<file path="src/rtl/seq_multiplier.sv">
// seq_multiplier: sequential unsigned shift-and-add multiplier.
// One 2N-bit adder is shared across N iterations. The request side is a
// start/busy/done handshake, and the result register drives product.
// Optional build macro: SEQ_MULT_EARLY_TERM_EN. When it is defined, RUN
// stops as soon as no set multiplier bits remain, so the latency depends
// on b.

// Combinational ripple adder. This is the only arithmetic resource.
module adder #(
  parameter int W = 8
) (
  input  logic [W-1:0] a,
  input  logic [W-1:0] b,
  output logic [W-1:0] sum,
  output logic         cout
);
  // Full-width add; the carry out is the extra top bit.
  always_comb begin
    {cout, sum} = {1'b0, a} + {1'b0, b};
  end
endmodule

// state | meaning
// IDLE  | waiting for start; operands sampled on the accept edge
// RUN   | one shift-and-add iteration per clock
// DONE  | product valid, done pulses for one cycle
module seq_multiplier #(
  parameter int N = 4
) (
  input  logic           clk,
  input  logic           rst,
  input  logic           start,
  input  logic [N-1:0]   a,
  input  logic [N-1:0]   b,
  output logic           busy,
  output logic           done,
  output logic [2*N-1:0] product
);
  localparam int W  = 2 * N;
  localparam int CW = $clog2(N) + 1;
  localparam logic [CW-1:0] LAST = CW'(N - 1);

  typedef enum logic [1:0] {IDLE, RUN, DONE} state_t;

  state_t         state, state_nxt;
  logic [W-1:0]   mcand;
  logic [N-1:0]   mplier;
  logic [W-1:0]   acc;
  logic [CW-1:0]  cnt;
  logic [W-1:0]   sum;
  logic           cout_unused;

  // The carry cannot be set: an N x N product always fits in 2N bits.
  adder #(.W(W)) u_adder (
    .a    (acc),
    .b    (mcand),
    .sum  (sum),
    .cout (cout_unused)
  );

  // State register.
  always_ff @(posedge clk) begin
    if (rst) state <= IDLE;
    else     state <= state_nxt;
  end

  // Next-state decode.
  always_comb begin
    state_nxt = state;
    case (state)
      IDLE: begin
        if (start) begin
`ifdef SEQ_MULT_EARLY_TERM_EN
          if (b == '0) state_nxt = DONE;
          else         state_nxt = RUN;
`else
          state_nxt = RUN;
`endif
        end
      end
      RUN: begin
`ifdef SEQ_MULT_EARLY_TERM_EN
        // Stop once the shifted multiplier has no set bits left.
        if (cnt == LAST || mplier[N-1:1] == '0) state_nxt = DONE;
`else
        if (cnt == LAST) state_nxt = DONE;
`endif
      end
      DONE:    state_nxt = IDLE;
      default: state_nxt = IDLE;
    endcase
  end

  // Datapath: load on accept, then shift and conditionally add once per RUN cycle.
  always_ff @(posedge clk) begin
    if (rst) begin
      mcand  <= '0;
      mplier <= '0;
      acc    <= '0;
      cnt    <= '0;
    end else if (state == IDLE && start) begin
      mcand  <= {{N{1'b0}}, a};
      mplier <= b;
      acc    <= '0;
      cnt    <= '0;
    end else if (state == RUN) begin
      if (mplier[0]) acc <= sum;
      mcand  <= mcand << 1;
      mplier <= mplier >> 1;
      cnt    <= cnt + 1'b1;
    end
  end

  // Outputs come from registered state only.
  always_comb begin
    busy    = (state == RUN);
    done    = (state == DONE);
    product = acc;
  end
endmodule

</file>
<file path="config.mk">
export PLATFORM = sky130hd
export DESIGN_NAME = seq_multiplier
export DESIGN_NICKNAME = d
export VERILOG_FILES = /design/src/rtl/seq_multiplier.sv
export SDC_FILE = /design/constraint.sdc
export NUM_CORES = 1
export LEC_CHECK = 0
export ABC_AREA = 1
export CAP_MARGIN = 20
export CORE_MARGIN = 4
export CORE_UTILIZATION = 50
export CTS_CLUSTER_DIAMETER = 30
export DETAILED_ROUTE_END_ITERATION = 10
export MAX_ROUTING_LAYER = met4
export PLACE_DENSITY = 0.74
export SYNTH_ARGS = -nofsm -noshare
export SYNTH_HDL_FRONTEND = slang
export SYNTH_HIERARCHICAL = 1
export SYNTH_SLANG_ARGS = --single-unit
</file>
<file path="constraint.sdc">
create_clock -name clk -period 2.2 [get_ports clk]
set_clock_uncertainty 0.2 [all_clocks]
set_input_delay 0.44 -clock clk [delete_from_list [all_inputs] [get_ports clk]]
set_output_delay 0.44 -clock clk [all_outputs]
set_load 0.005 [all_outputs]
</file>
-- Word level (Yosys, flattened, before mapping)
Cells that the tools add are included.
W data, S select, Z words.
- output and inout port bits: 10
- bits of input ports: 11
- logic and storage cells: 26
- bits in registers: 25
- reductions and logical operators: 6
- equality and inequality tests: 5
- multiplexer cells: 7
- add/subtract/negate cells: 2
- operator list (kind ; number):
    $mux W4 ; 4
    $add A8 B8 Y8 ; 1
    $mux W2 ; 2
    $pmux W2 S2 ; 1
    $reduce_and A2 Y1 ; 2
    $add A3 B1 Y3 const B ; 1
    $eq A3 B2 Y1 const B ; 1
    $eq A2 B1 Y1 const B ; 1
    $eq A2 B2 Y1 const B ; 1
    $logic_not A2 Y1 ; 1
    $ne A2 B1 Y1 const B ; 1
    $ne A2 B2 Y1 const B ; 1
    $reduce_bool A2 Y1 ; 1
    $reduce_or A2 Y1 ; 1
    $logic_and A1 B1 Y1 ; 1

-- Logic depth before layout (Yosys ltp)
- depth in word-level cells: 3
- mapped depth: 10
- gate-level depth less buffers: 10

-- Cells and area by module
The synthesis kept the hierarchy.
- by module, submodules not included (module ; times used ; cells an instance ; seq. area each (µm²) ; area an instance (µm²)):
    seq_multiplier ; 1 ; 141 ; 500.5 ; 1133.6
    adder ; 1 ; 59 ; 0.0 ; 376.6

-- Worst setup path before layout
Ideal clock, no wire load.
- path type: flip-flop to flip-flop
- from: register acc[0] (netlist: product[0])
- to: register acc[6] (netlist: product[6])
- library setup time: 0.115 ns
- clock period less this slack: 1.740 ns
- arrival: 1.425 ns
- stages on the path, launching flop included: 11
- setup slack: 0.460 ns
- path buffers: 0
- cell sequence: dfxtp_1 ha_1 fa_1 nand2_1 nand2_1 nand3b_4 nand2_1 nand2_1 nand2_1 nand2_1 a21oi_2
- longest elaborated chain between the ends: 1
- RTL lines (item ; RTL line ; text):
    start, declared ; 48 ; logic [W-1:0] acc;
    start signal, assigned ; 107 ; if (mplier[0]) acc <= sum;
    $add A8 B8 Y8 ; 19 ; {cout, sum} = {1'b0, a} + {1'b0, b};
    net sum[6] ; 50 ; logic [W-1:0] sum;
The timed path passes the listed nets, and every way through them passes these cells.
A chain may end at the register's enable or synchronous reset.

-- Worst setup path after layout
- from: register state[1]
- to: output done
- longest elaborated chain between the ends: 1
- RTL lines (item ; RTL line ; text):
    start, declared ; 45 ; state_t state, state_nxt;
    start signal, assigned ; 64 ; else state <= state_nxt;
    $eq A2 B2 Y1 ; 117 ; done = (state == DONE);
    end, declared ; 36 ; output logic done,
Every way passes these cells.

==> impl_metrics.ini <==
[sta]
relSlewSlack = 0.755
finalHoldViolCount = 0
finalSetupViolCount = 0
post-route-period-util = 0.931
fin_crit_ns = 2.05
final_max_slew_viol_count = 0
rsz0062_at_grt = false
clock.fmax_mhz = 488
fin_tns_setup_ns = 0
worst_pin_slew_ns = 0.366

[detailed_routing]
drt_pass1_iterations = 4
ant_nets = 0
drc = 0
routedWlPerCell_um = 11.8
viasPerCell = 5.16
via_count = 1274
wl_um = 2910
drtIter0Drc = 64

[setup_path]
worst-setup-path-type = register to output port
crit_path_end_kind = output port
required_ns = 1.56
crit_fanout = 3
start_kind = register
arrival_ns = 1.41

[run_status]
status = finished clean

[die]
die_h_um = 62.6
core_sq_mm = 0.00281
die_x_um = 62.6
fp-row-count = 19
start_util = 0.531
ios = 21
die_area_sq_mm = 0.00392

[placement]
dp_hpwl_um = 2240
gp_congestion = 0.814
port_buffers = 20
placed_cell_area_sq_mm = 0.00170

[clocking]
clock-sinks = 25
postCtsHoldBufs = 0
tritoncts = built
root_buffer = clkbuf_4
insertion_delay_ns = 0.32
h-tree-depth = 1
numCtsBuffers = 3
cts.clk_slew.worst_paths_ns = 0.14
clockBufferDepth = 2

[grt]
grt_max_degree = 17
grtUsageTotal = 0.166
grt.overflow.total = 0
grt_pass1_vias = 1214
antenna_found_initial = 0
grt_pass1_wl_um = 5310

[finish]
final_area_sq_mm = 0.00173
fillCellCount = 269
final-seq-area_sq_um = 503
nNetsFinal = 239
multi_input_area_sq_um = 880
area_delta_synth_final_pct = 16.1
drive_gt1_frac = 0.181
diodes = 0

[synthesis]
syn_nets = 217
synth_cells = 195
syn_area_sq_mm = 0.00149
yosysWarnings = 6
avgSynthCellArea_sq_um = 7.64

[power]
power_density_mw_per_mm2 = 469
leakagePower_nw = 0.762
ir_drop_mv = 0.480

[run]
drv_cap = 0

[worst_hold_path]
hold_path_class = register to register
critical path: stages, from the launching register on:
cell and delay (ns):
dfxtp_2 0.42, inv_2 0.08, nor2_1 0.09, clkdlybuf4s50_1 0.50
registers in the layout (all words and copies together), names as in the netlist:
| name | count |
|---|---|
| mcand | 8 |
| state | 2 |
| cnt | 3 |
| product | 8 |
| mplier | 4 |
where the power goes:
group,switching (mW),total (mW),leakage [nW],internal (mW)
clock network,0.141,0.210,0.0139,0.0695
logic,0.0711,0.122,0.544,0.0508
registers,0.0127,0.479,0.204,0.466
path summary, 6_finish.rpt:
kind	from	end	slack (ns)	depth (start not counted)
hold reg to reg	cnt[1]$_SDFFE_PP0N_	cnt[1]$_SDFFE_PP0N_	0.29	2
setup / recovery	state[1]$_SDFFE_PP0P_	done	0.15	3
hold / removal	cnt[1]$_SDFFE_PP0N_	cnt[1]$_SDFFE_PP0N_	0.29	2
setup reg to reg	product[0]$_SDFFE_PP0P_	product[6]$_SDFFE_PP0P_	0.36	9
through the flow:
step / worst slack (ns) / utilization / instances / hold slack [ns] / power, mW
6_report: 0.151 / 0.617 / 247 / 0.287 / 0.811
5_1_grt: 0.0368 / 0.617 / 247 / 0.316 / 0.860
4_1_cts: 0.0301 / 0.616 / 247 / 0.290 / 0.822
3_5_place_dp: 0.228 / 0.605 / 243 / 0.268 / 0.610
3_3_place_gp: 0.330 / 0.605 / 243 / 0.257 / 0.606
2_1_floorplan: 0.476 / - / 195 / 0.245 / 0.576
cell usage in the layout (no fill, tap or decap), types with 4 or more instances in the layout:
master and count:
a21oi_1 6, a21oi_2 12, clkdlybuf4s50_1 20, dfxtp_1 23, ha_1 10, inv_1 15
nand2_1 66, nand2_2 4, nand3_1 13, nor2_1 13
layout make-up:
cell class,instances,area share
Clock buffer,3,0.0130
Clock inverter,1,0.00434
Inverter,17,0.0369
Multi-Input combinational cell,148,0.508
Sequential cell,25,0.291
Tap cell,31,0.0224
Timing Repair Buffer,22,0.124
routing by layer:
layer,wire [um],global-route usage,up-vias
met5,0,-,-
met4,25,0.0331,0
met3,105,0.0468,4
met2,1390,0.264,15
met1,1390,0.210,591
li1,-,-,664
what timing repair did:
item | in CTS | in global routing
gates resized for setup | 0 | 2
buffers inserted | 0 | 0
endpoints found under the setup margin | 0 | 2
No activity file was read; power rests on OpenSTA's default activity.
